$ cat config.mk
export PLATFORM = sky130hd
export DESIGN_NAME = philo_waiter_flat
export DESIGN_NICKNAME = d
export VERILOG_FILES = /design/src/rtl/philo_pkg.sv /design/src/rtl/philo_waiter_if.sv /design/src/rtl/waiter_grant_scan.sv /design/src/rtl/philo_waiter.sv /design/src/flat_wrapper.sv
export SDC_FILE = /design/constraint.sdc
export NUM_CORES = 1
export LEC_CHECK = 0
export CORE_UTILIZATION = 55
export CTS_CLUSTER_DIAMETER = 100
export DETAILED_ROUTE_END_ITERATION = 7
export HOLD_SLACK_MARGIN = 0.15
export PLACE_DENSITY = 0.83
export SLEW_MARGIN = 40
export SYNTH_ARGS = -nofsm -noshare
export SYNTH_HDL_FRONTEND = slang
export SYNTH_HIERARCHICAL = 1
export SYNTH_SLANG_ARGS = --single-unit
$ cat constraint.sdc
create_clock -name clk -period 7.7 [get_ports clk]
set_input_delay 1.54 -clock clk [delete_from_list [all_inputs] [get_ports clk]]
set_output_delay 1.54 -clock clk [all_outputs]
set_load 0.01 [all_outputs]
$ cat src/rtl/philo_pkg.sv
// Shared philosopher definitions: state enum, ring-index helpers and the default aging limit.
package philo_pkg;

  typedef enum logic [1:0] {
    THINKING,
    READING,
    EATING,
    HUNGRY
  } philo_state_e;

  localparam int DEFAULT_AGE_LIMIT = 15;

  function automatic int NEXT(input int i, input int n);
    return (i >= n - 1) ? 0 : i + 1;
  endfunction

  function automatic int PREV(input int i, input int n);
    return (i == 0) ? n - 1 : i - 1;
  endfunction

endpackage

$ cat src/rtl/philo_waiter_if.sv
// Philosopher ring <-> waiter bundle; the master side is the ring, the slave side is the waiter.
interface philo_waiter_if #(
  parameter int N = 5
);
  logic [N-1:0] hungry;
  logic [N-1:0] done;
  logic [N-1:0] eat;
  logic [N-1:0] fork_held;
  logic [N-1:0] urgent;

  modport master (
    output hungry,
    output done,
    input  eat,
    input  fork_held,
    input  urgent
  );

  modport slave (
    input  hungry,
    input  done,
    output eat,
    output fork_held,
    output urgent
  );
endinterface

$ cat src/rtl/waiter_grant_scan.sv
// Combinational rotating grant scan: walks the ring from ptr and hands out non-conflicting fork pairs.
import philo_pkg::*;

module waiter_grant_scan #(
  parameter int N  = 5,
  parameter int PW = $clog2(N)
) (
  input  logic [N-1:0]  req_i,
  input  logic [N-1:0]  fork_held_i,
  input  logic [N-1:0]  urgent_i,
  input  logic [PW-1:0] ptr_i,
  output logic [N-1:0]  grant_o,
  output logic [PW-1:0] ptr_o
);

  logic [N-1:0] block;
  logic [N-1:0] claimed;
  int           idx;
  int           nxt;

  // An urgent neighbour locks a philosopher out, unless that philosopher is
  // itself urgent and has the lower index (lower index wins a tie).
  always_comb begin
    block = '0;
    for (int i = 0; i < N; i++) begin
      block[i] = (urgent_i[PREV(i, N)] && !(urgent_i[i] && i < PREV(i, N)))
              || (urgent_i[NEXT(i, N)] && !(urgent_i[i] && i < NEXT(i, N)));
    end
  end

  // NOTE: every combinational output gets a default first so no path through the scan can infer a latch.
  always_comb begin
    claimed = '0;
    grant_o = '0;
    ptr_o   = ptr_i;
    idx     = 0;
    nxt     = 0;
    for (int k = 0; k < N; k++) begin
      idx = int'(ptr_i) + k;
      if (idx >= N) idx -= N;
      nxt = NEXT(idx, N);
      if (req_i[idx] && !block[idx]
          && !fork_held_i[idx] && !fork_held_i[nxt]
          && !claimed[idx] && !claimed[nxt]) begin
        grant_o[idx] = 1'b1;
        claimed[idx] = 1'b1;
        claimed[nxt] = 1'b1;
        ptr_o        = PW'(nxt);
      end
    end
  end

endmodule

$ cat src/rtl/philo_waiter.sv
// Centralized fork waiter for a ring of N philosophers with rotating priority.
// Optional starvation aging is enabled by defining WAITER_AGING_EN.
import philo_pkg::*;

module philo_waiter #(
  parameter int N = 5
`ifdef WAITER_AGING_EN
  ,
  parameter int AGE_LIMIT = DEFAULT_AGE_LIMIT
`endif
) (
  input  logic         clk,
  input  logic         reset,
  philo_waiter_if.slave bus
);

  localparam int PW = $clog2(N);

  philo_state_e  st_q [N];
  philo_state_e  st_d [N];
  logic [N-1:0]  eat_q, eat_d;
  logic [N-1:0]  fork_q, fork_d;
  logic [N-1:0]  req;
  logic [N-1:0]  grant;
  logic [N-1:0]  urgent;
  logic [PW-1:0] ptr_q, ptr_d;

  // Requests come straight from the hungry level so a free philosopher is granted on the first edge it asks.
  always_comb begin
    for (int i = 0; i < N; i++) req[i] = bus.hungry[i] && (st_q[i] != EATING);
  end

  waiter_grant_scan #(
    .N  (N),
    .PW (PW)
  ) u_scan (
    .req_i       (req),
    .fork_held_i (fork_q),
    .urgent_i    (urgent),
    .ptr_i       (ptr_q),
    .grant_o     (grant),
    .ptr_o       (ptr_d)
  );

  always_comb begin
    for (int i = 0; i < N; i++) begin
      st_d[i] = st_q[i];
      case (st_q[i])
        EATING: if (bus.done[i]) st_d[i] = THINKING;
        default: begin
          if (grant[i])            st_d[i] = EATING;
          else if (bus.hungry[i])  st_d[i] = HUNGRY;
          else                     st_d[i] = THINKING;
        end
      endcase
    end
  end

  always_comb begin
    for (int i = 0; i < N; i++) eat_d[i] = (st_d[i] == EATING);
    for (int k = 0; k < N; k++) fork_d[k] = eat_d[k] | eat_d[PREV(k, N)];
  end

  // NOTE: state registers use non-blocking assignments so every flop samples pre-edge values.
  // NOTE: the per-philosopher state array is a handful of flops, so it is reset like any other register.
  always_ff @(posedge clk) begin
    if (reset) begin
      for (int i = 0; i < N; i++) st_q[i] <= THINKING;
      eat_q  <= '0;
      fork_q <= '0;
      ptr_q  <= '0;
    end else begin
      for (int i = 0; i < N; i++) st_q[i] <= st_d[i];
      eat_q  <= eat_d;
      fork_q <= fork_d;
      ptr_q  <= ptr_d;
    end
  end

`ifdef WAITER_AGING_EN
  localparam int AW = $clog2(AGE_LIMIT + 1);

  logic [AW-1:0] age_q [N];

  // Counts consecutive edges spent waiting; saturates at the limit.
  always_ff @(posedge clk) begin
    for (int i = 0; i < N; i++) begin
      if (reset || st_d[i] != HUNGRY)        age_q[i] <= '0;
      else if (age_q[i] != AW'(AGE_LIMIT))   age_q[i] <= age_q[i] + AW'(1);
    end
  end

  always_comb begin
    for (int i = 0; i < N; i++) urgent[i] = (age_q[i] == AW'(AGE_LIMIT));
  end
`else
  assign urgent = '0;
`endif

  assign bus.eat       = eat_q;
  assign bus.fork_held = fork_q;
  assign bus.urgent    = urgent;

endmodule

$ cat src/flat_wrapper.sv
// flat-port wrapper written by rule: the top's interface ports become plain ports
module philo_waiter_flat 
#(
  parameter int N = 5

)
  (clk, reset, bus_hungry, bus_done, bus_eat, bus_fork_held, bus_urgent);
  philo_waiter_if #(.N(N)) bus_i ();
  input  logic clk;
  input  logic reset;
  input wire logic [$bits(bus_i.hungry)-1:0] bus_hungry;
  input wire logic [$bits(bus_i.done)-1:0] bus_done;
  output wire logic [$bits(bus_i.eat)-1:0] bus_eat;
  output wire logic [$bits(bus_i.fork_held)-1:0] bus_fork_held;
  output wire logic [$bits(bus_i.urgent)-1:0] bus_urgent;
  assign bus_i.hungry = bus_hungry;
  assign bus_i.done = bus_done;
  assign bus_eat = bus_i.eat;
  assign bus_fork_held = bus_i.fork_held;
  assign bus_urgent = bus_i.urgent;
  philo_waiter #(.N(N)) u_core (.clk(clk), .reset(reset), .bus(bus_i));
endmodule
* After elaboration in Yosys (flattened, before gate mapping)
Memory sizes are Yosys's and may differ from the RTL's. Index checks and enable logic that the tools add are counted.
Word-level totals: memories kept 7, input bits 12, ROM bits 48, flip-flop bits (word level) 13, bits in writable memories 10
Cells by class: bitwise operators 21, eq/ne operators 15, muxes and demuxes 151, reduce and logical (&&, ||, !) cells 64, $add $sub $neg 14, order comparisons 29
Memory list:
- u_core.st_q | words 5, bits a word 2, read ports 5, clocked after Yosys merged registers in 0, wr ports 5, line philo_waiter.sv:19 | philo_state_e st_q [N];
- (name not given) | words 8, bits a word 1, read ports 1, clocked after Yosys merged registers in 0, wr ports 0, line waiter_grant_scan.sv:42 | if (req_i[idx] && !block[idx]
- (name not given) | words 8, bits a word 1, read ports 1, clocked after Yosys merged registers in 0, wr ports 0, line waiter_grant_scan.sv:42
- (name not given) | words 8, bits a word 1, read ports 1, clocked after Yosys merged registers in 0, wr ports 0, line waiter_grant_scan.sv:42
- (name not given) | words 8, bits a word 1, read ports 1, clocked after Yosys merged registers in 0, wr ports 0, line waiter_grant_scan.sv:42
- (name not given) | words 8, bits a word 1, read ports 1, clocked after Yosys merged registers in 0, wr ports 0, line waiter_grant_scan.sv:44 | && !claimed[idx] && !claimed[nxt]) begin
- 1 more memories
Operator list (count):
- less-than comparator 32 x 5 -> 1 bit (second input constant) | 10
- 2-to-1 mux 32 bit | 10
- greater-or-equal comparator 32 x 1 -> 1 bit (second input constant) | 9
- adder 32 x 2 -> 32 bit (second input constant) | 5
- greater-or-equal comparator 32 x 4 -> 1 bit (second input constant) | 5
- 2-to-1 mux 1 bit | 70
- binary-select mux 1 bit (select 3 bit) | 23
- bitwise OR 5 bit | 11
- 2-to-1 mux 2 bit | 25
- 2-to-1 mux 5 bit | 9
- logical AND 1 bit | 39
- demux 1 bit (select 3 bit) | 9
- logical NOT 1 bit | 24
- equality test 2 bit (second input constant) | 10
- subtractor 4 x 3 -> 5 bit (second input constant) | 4
- greater-or-equal comparator 4 x 3 -> 1 bit (second input constant) | 4
- 2-to-1 mux 3 bit | 5
- != test 2 bit (second input constant) | 5
- bitwise OR 1 bit | 10
- adder 3 x 2 -> 4 bit (second input constant) | 2
- nonzero test 5 bit | 1
- adder 3 x 1 -> 4 bit (second input constant) | 1
- adder 3 x 3 -> 4 bit (second input constant) | 1
- subtractor 3 x 3 -> 4 bit (second input constant) | 1
- greater-or-equal comparator 3 bit (second input constant) | 1

* Depth between registers and ports, before layout
Gate-level depths: netlist (run 1).
word-level depth 44, mapped depth 38, mapped depth without buffers 29

* Hierarchy
The synthesis (run 1) kept the hierarchy.
By module, submodules not included:
- waiter_grant_scan | cells an instance 640, instances 1, area each 4269.1 µm², sequential area each 0.0 µm²
- philo_waiter | cells an instance 84, instances 1, area each 889.6 µm², sequential area each 460.4 µm²

* Worst setup path after synthesis (run 1)
No wires, ideal clock.
path type reg2reg, start point reg u_core.ptr_q[0], end point reg u_core.fork_q[3], in the netlist u_core/bus.fork_held[3], required time 7.641 ns, data arrival time 7.431 ns, period minus slack after synthesis 7.491 ns, buffers on the path 9, stages on the path, launching flop included 39, slack 0.209 ns, path through dfxtp_1 > buf_2 > buf_6 > buf_4 > inv_2 > ha_1 > clkbuf_1 > inv_1 > ha_1 > a21o_1 > buf_4 > nand2_1 > o21ai_0 > inv_1 > ha_1 > buf_4 > nand4_1 > ha_1 > (+3 left out) > a32o_1 > a2bb2oi_1 > a221o_1 > nand4_2 > o221ai_2 > or3b_1 > buf_2 > or2_1 > buf_6 > o311a_1 > a31oi_1 > a221oi_1 > or4b_1 > buf_2 > o21ai_0 > and2b_4 > mux2i_1 > nand2_1
On the way: cells in the longest elaborated chain, start to end 44, elaborated cells on any way between the ends 242, those cells by class add/sub: 14; order compare: 28; eq/ne: 2; mux: 122; bitwise: 12; reduce/logical: 58; memory: 6
Ends and longest elaborated chain:
- from (decl) | line philo_waiter.sv:26 | logic [PW-1:0] ptr_q, ptr_d;
- from (signal assigned) | line philo_waiter.sv:76 | ptr_q <= ptr_d;
- branches (longest 39 deep; another with adder 32 x 2 -> 32 bit)
- 2-to-1 mux 5 bit (*) | line waiter_grant_scan.sv:42
- via u_core.grant[2] | line philo_waiter.sv:24 | logic [N-1:0] grant;
- 2-to-1 mux 2 bit (*) | line philo_waiter.sv:51 | if (grant[i]) st_d[i] = EATING;
- 2-to-1 mux 2 bit (*) | line philo_waiter.sv:48 | case (st_q[i])
- equality test 2 bit (*) | line philo_waiter.sv:60 | for (int i = 0; i < N; i++) eat_d[i] = (st_d[i] == EATING);
- bitwise OR 1 bit (*) | line philo_waiter.sv:61 | for (int k = 0; k < N; k++) fork_d[k] = eat_d[k] | eat_d[PREV(k, N)];
- to (signal assigned) | line philo_waiter.sv:75 | fork_q <= fork_d;
- to (decl) | line philo_waiter.sv:22 | logic [N-1:0] fork_q, fork_d;
Mark *: on every way through the listed nets, which the timed path passes. The select of a mux whose other input is x is not followed. A chain may end at the register's enable or synchronous reset.

==> results of run 1 <==
## path summary, 6_finish.rpt
| check | startpoint | endpoint |
|---|---|---|
| hold / removal | u_core/st_q[0][0] | u_core/st_q[0][1] |
| setup reg to reg | u_core/ptr_q[0] | u_core/st_q[0][7] |
| hold reg to reg | u_core/st_q[0][0] | u_core/st_q[0][1] |
| setup / recovery | u_core/ptr_q[0] | u_core/st_q[0][7] |
## cell type report
type / instances / area (um^2) / share of cell area (%)
multi-input cells: 636 / 4450 / 78.6
inverters: 37 / 144 / 2.54
well taps: 108 / 135 / 2.39
clock inverters: 1 / 7.51 / 0.133
repair buffers: 49 / 420 / 7.43
flip-flops and latches: 23 / 462 / 8.16
clock buffers: 3 / 41.3 / 0.730
## power by group
part           leakage (nW)  switching, mW  internal (mW)
clock                0.0217         0.0394         0.0366
combinational          2.05           1.48          0.843
sequential            0.190         0.0541          0.156
total                  2.26           1.58           1.04
## metal layers
metal | track usage [%] | up-vias | part of all wire (%)
li1 | - | 2790 | -
met1 | 46.7 | 2869 | 39
met2 | 66.3 | 403 | 47
met3 | 5.53 | 76 | 11
met4 | 13.4 | 0 | 3.5
met5 | 0 | - | 0
## what timing repair did
item,in CTS,in global routing
hold buffers,0,0
endpoints found under the setup margin,0,23
resized for setup,0,16
## worst max-delay path: cells and delay by family, from the launching register on
family	cells	cell delay, ns
simple gates	7	1.68
fa+ha+maj	4	1.13
compound gates	12	3.45
buf+inv	2	0.17
flops	1	0.45
xor+xnor	1	0.31
## synthesized netlist by cell type, drive strengths merged, types with 7 or more instances
library cell | instances | area share (%)
o22ai | 14 | 1.8
nor3 | 24 | 2.3
buf | 25 | 3.3
nand3 | 25 | 2.4
ha | 38 | 9.2
nor2b | 21 | 3.0
a211oi | 16 | 2.4
a22oi | 10 | 1.5
or2 | 7 | 0.85
and2 | 15 | 1.8
nor2 | 63 | 4.7
and3 | 8 | 0.97
a21o | 10 | 1.5
dfxtp | 23 | 8.9
nand2 | 61 | 4.4
a31oi | 14 | 1.7
mux2i | 18 | 3.5
nand2b | 9 | 1.1
clkbuf | 21 | 1.5
xnor2 | 10 | 2.1
a21oi | 42 | 4.4
o31ai | 8 | 1.2
nand4 | 17 | 2.2
o21ai | 39 | 3.9
o211ai | 9 | 1.3
inv | 36 | 2.6
a22o | 8 | 1.4
## state kept, by name, indices dropped and copies added, names as in the netlist
signal                cells
u_core/ptr_q              3
u_core/bus.fork_held      5
u_core/bus.eat            5
u_core/st_q              10
## metrics by stage
step | std cells | hold slack [ns] | power [mW]
floorplan | 742 | 0.564 | 1.81
global placement | 853 | 0.586 | 2.35
detailed placement | 853 | 0.605 | 2.39
CTS | 857 | 0.616 | 2.48
global route | 857 | 0.633 | 2.78
finish | 857 | 0.613 | 2.61
## logic make-up (layout without fill, tap and decap cells)
kind of cell | after synthesis | count (layout) | share of synthesized area (%)
compound gates | 249 | 249 | 35.3
other cells | 1 | 19 | 0.0727
xor+xnor | 13 | 13 | 2.57
mux | 22 | 22 | 4.87
buf+inv | 83 | 90 | 7.66
flops | 23 | 23 | 8.93
simple gates | 294 | 294 | 31.0
fa+ha+maj | 39 | 39 | 9.60
==> impl_metrics.tcl, run 1 <==
set metrics [dict create \
    cts-buffers-inserted 3 \
    grt-ovfl-total 0 \
    start_util_pct 58.0 \
    slew_headroom_pct 48.8 \
    fp-row-count 34 \
    final_cell_mix "62 x nor2_1, 61 x nand2_1, 40 x a21oi_1, 38 x ha_1, 33 x inv_1" \
    rsz0062_at_grt "false" \
    ios 27 \
    final_common_cell "nor2_1" \
    htreeDepth 1 \
    synth_cell_types 101 \
    reg2reg_depth 26 \
    critPathCaptureType "flop" \
    synth_edf_count 0 \
    gp_congestion 1.06 \
    setup_viol 0 \
    grt_max_degree 24 \
    yosysWarnings 6 \
    p_per_area_nw_per_um2 462 \
    critical-path-slowest-cell "a2111oi_0" \
    cts-root-buf "clkbuf_8" \
    wl_um 18800 \
    p_leak_nw 2.26 \
    dieArea_um2 9770 \
    ys_seq_area_share_pct 8.93 \
    critPathMaxStageDelay_ns 0.64 \
    fillers 829 \
    place_ws_ns 0.110 \
    ys_seq_elements 23 \
    cts_setup_buffers 0 \
    avgRoutedWirePerCell_um 22.0 \
    fmax_mhz 137 \
    synthFlopType "dfxtp_1" \
    finalCoreUtilization_pct 63.6 \
    drt_iter0_markers 762 \
    fp.dieH_um 98.8 \
    antenna_cells 0 \
    worst_slew_pin_slew_ns 0.765 \
    clkTransAtPathRegs_ns 0.09 \
    syn_area_um2 5160 \
    skew_ns 0.00705 \
    die-width_um 98.8 \
    cp_data_arrival_time_ns 7.46 \
    path_common_cell "ha_1" \
    vias 6138 \
    cts_buffer_depth 2 \
    antenna_found_initial 0 \
    via_per_inst 7.16 \
    syn_to_final_growth_pct 9.63 \
    cts_tree "built" \
    required_ns 7.87 \
    grt_pass1_vias 5726 \
    portBuffers 21 \
    coreArea_um2 8890 \
    clock_latency_ns 0.27 \
    place_hpwl_um 14500 \
    synth_cells 724 \
    maxSlewViolCount 0 \
    async_flop_share_pct 0 \
    hold_depth 2 \
    fin_area_um2 5660 \
    drive_gt1_share_pct 13.1 \
    r2r_slack_ns 0.40 \
    hold_path_class "flop to flop" \
    nets 801 \
    grt_usage_pct 37.7 \
    ir_drop_uv 242 \
    fin_crit_sh_pct 94.8 \
    cts.sink_count 23 \
    drt_pass1_iterations 6 \
    syn_avg_cell_area_um2 7.13 \
    final-hold-violation-count 0 \
    layout_min_cycle_time_ns 7.30 \
    maxCapViolCount 0 \
    fin_setup_tns_ns 0 \
    outcome "complete, no violations" \
    cp-start-kind "flop" \
    cp_max_fo 8 \
    critPathKind "flop to flop" \
    ant_nets 0 \
    drc 0 \
    grt_pass1_wl_um 29600 \
    dpl_cell_area_um2 5540 \
    setup_ws_ns 0.403 \
]
Note: power is estimated with default switching activity, not from simulation.
==> run 2: changes to the inputs <==
--- a/config.mk
+++ b/config.mk
@@ -10,7 +10,7 @@
 export DETAILED_ROUTE_END_ITERATION = 7
 export HOLD_SLACK_MARGIN = 0.15
 export PLACE_DENSITY = 0.83
-export SLEW_MARGIN = 40
+export SLEW_MARGIN = 10
 export SYNTH_ARGS = -nofsm -noshare
 export SYNTH_HDL_FRONTEND = slang
 export SYNTH_HIERARCHICAL = 1
==> run 2 against run 1 <==
Worst hold slack improved by 0.010 ns; critical path depth increased by 2; highest routed layer unchanged; first-iteration DRC count decreased by 5.8%; utilization fell by 0.31 points; power down 0.91%; global-route usage up 0.17 points; largest power group unchanged; largest cell class unchanged; combinational power hardly changed; clock skew fell by 0.0021 ns; wire length shrank 1.2%.
==> impl_metrics.tcl, run 2 (synthesized netlist as in run 1, its figures left out) <==
set metrics [dict create \
    outcome "complete, no violations" \
    clkTransAtPathRegs_ns 0.08 \
    ios 27 \
    critPathKind "flop to flop" \
    layout_min_cycle_time_ns 7.36 \
    antenna_cells 0 \
    whs_ns 0.623 \
    cts-buffers-inserted 3 \
    path_common_cell "ha_1" \
    wl_um 18600 \
    maxCapViolCount 0 \
    drc 0 \
    avgRoutedWirePerCell_um 21.7 \
    fp.dieH_um 98.8 \
    cp-start-kind "flop" \
    fp-row-count 34 \
    critPathCaptureType "flop" \
    clock_latency_ns 0.26 \
    fin_area_um2 5630 \
    skew_ns 0.00493 \
    place_ws_ns 0.101 \
    critical-path-slowest-cell "or4b_2" \
    grt-ovfl-total 0 \
    required_ns 7.91 \
    final_cells 857 \
    grt_usage_pct 37.9 \
    syn_to_final_growth_pct 9.10 \
    setup_ws_ns 0.338 \
    dieArea_um2 9770 \
    coreArea_um2 8890 \
    nets 801 \
    fin_crit_sh_pct 95.6 \
    cp_data_arrival_time_ns 7.58 \
    p_sw_mw 1.56 \
    antenna_found_initial 0 \
    rsz0062_at_grt "true" \
    power_frac_clock_pct 2.9 \
    pwr-share-seq_pct 8.1 \
    cp_max_fo 8 \
    slew_headroom_pct 28.7 \
    die-width_um 98.8 \
    p_int_mw 1.03 \
    cts-root-buf "clkbuf_8" \
    drt_iter0_markers 718 \
    cts_buffer_depth 2 \
    htreeDepth 1 \
    cts.sink_count 23 \
    worst_slew_pin_slew_ns 1.07 \
    pwr-share-comb_pct 89.0 \
    via_per_inst 7.10 \
    hold_path_class "flop to flop" \
    final_cell_mix "62 x nor2_1, 61 x nand2_1, 40 x a21oi_1, 36 x ha_1, 33 x inv_1" \
    maxSlewViolCount 0 \
    final-hold-violation-count 0 \
    finalCoreUtilization_pct 63.3 \
    swShare_pct 60.3 \
    portBuffers 21 \
    critPathMaxStageDelay_ns 0.67 \
    place_hpwl_um 14600 \
    max_flop_register "u_core/st_q" \
    p_per_area_nw_per_um2 460 \
    p_leak_nw 2.24 \
    vias 6085 \
    fmax_mhz 136 \
    cts_tree "built" \
    ant_nets 0 \
    drive_gt1_share_pct 12.3 \
    largest_reg_flops 10 \
    start_util_pct 58.0 \
    grt_max_degree 24 \
    grt_pass1_wl_um 29600 \
    gp_congestion 1.06 \
    drt_pass1_iterations 5 \
    setup_viol 0 \
    dpl_cell_area_um2 5530 \
    grt_pass1_vias 5770 \
    ir_drop_uv 254 \
    placed_cells 853 \
    hold_buffers 0 \
    final_common_cell "nor2_1" \
]
[run 2: cell count changes in the layout (fill, tap and decap cells not counted), moves of 2 or more]
| cell | previous run | this run |
|---|---|---|
| ha_2 | 0 | 2 |
| o21ai_1 | 6 | 8 |
| nor4_2 | 2 | 0 |
| ha_1 | 38 | 36 |
| o21ai_2 | 3 | 1 |
| nor4_1 | 4 | 6 |
[run 2: critical path: cells and delay by family (launching register included)]
family / cells / cell delay (ns)
multiplexers: 1 / 0.10
buffers and inverters: 2 / 0.36
XOR/XNOR: 1 / 0.42
flip-flops: 1 / 0.35
AND/OR/NAND/NOR: 10 / 3.24
AO/OA/AOI/OAI: 11 / 2.08
adder cells (fa/ha/maj): 3 / 0.74
[run 2: per-layer routing]
metal	vias to the layer above	track usage (%)	share of wire [%]
met5	-	0	0
met1	2807	47.7	39
met2	404	64.9	46
li1	2785	-	-
met3	89	4.61	11
met4	0	16.4	4.7
[run 2: area by class of cell]
class | count | area, um^2
Clock buffer | 3 | 41.3
Clock inverter | 1 | 7.51
Fill cell | 861 | 3260
Inverter | 37 | 144
Multi-Input combinational cell | 636 | 4420
Sequential cell | 23 | 462
Tap cell | 108 | 135
Timing Repair Buffer | 49 | 420
[run 2: path summary, 6_finish.rpt]
path | from | endpoint | slack (ns) | cells after the start
setup / recovery | u_core/ptr_q[1] | u_core/bus.fork_held[3] | 0.34 | 28
hold / removal | u_core/st_q[0][0] | u_core/st_q[0][1] | 0.62 | 2
setup reg to reg | u_core/ptr_q[1] | u_core/bus.fork_held[3] | 0.34 | 28
hold reg to reg | u_core/st_q[0][0] | u_core/st_q[0][1] | 0.62 | 2
[run 2: per-stage QoR]
step / TNS (ns) / power, mW
4_1_cts: 0 / 2.47
6_report: 0 / 2.59
5_1_grt: -0.0423 / 2.77
3_5_place_dp: 0 / 2.39
3_3_place_gp: 0 / 2.35
2_1_floorplan: 0 / 1.81
[run 2: power groups by stage]
stage | clock (mW) | sequential (mW) | combinational, mW
after floorplan | 0 | 0.192 | 1.62
after global placement | 0 | 0.208 | 2.14
after detailed placement | 0 | 0.210 | 2.18
after CTS | 0.0757 | 0.207 | 2.19
after global routing | 0.0806 | 0.211 | 2.48
final | 0.0754 | 0.209 | 2.31
[run 2: timing repair]
| item | 4_1_cts | 5_1_grt |
|---|---|---|
| resized for setup | 0 | 17 |
| endpoints found under the setup margin | 0 | 23 |
| setup buffers | 0 | 0 |
==> run 3: changes to the inputs <==
--- a/config.mk
+++ b/config.mk
@@ -5,6 +5,7 @@
 export SDC_FILE = /design/constraint.sdc
 export NUM_CORES = 1
 export LEC_CHECK = 0
+export CORE_MARGIN = 1
 export CORE_UTILIZATION = 55
 export CTS_CLUSTER_DIAMETER = 100
 export DETAILED_ROUTE_END_ITERATION = 7
==> results of run 3 <==
The final DEF is identical to that of run 2; final timing and power are the same.
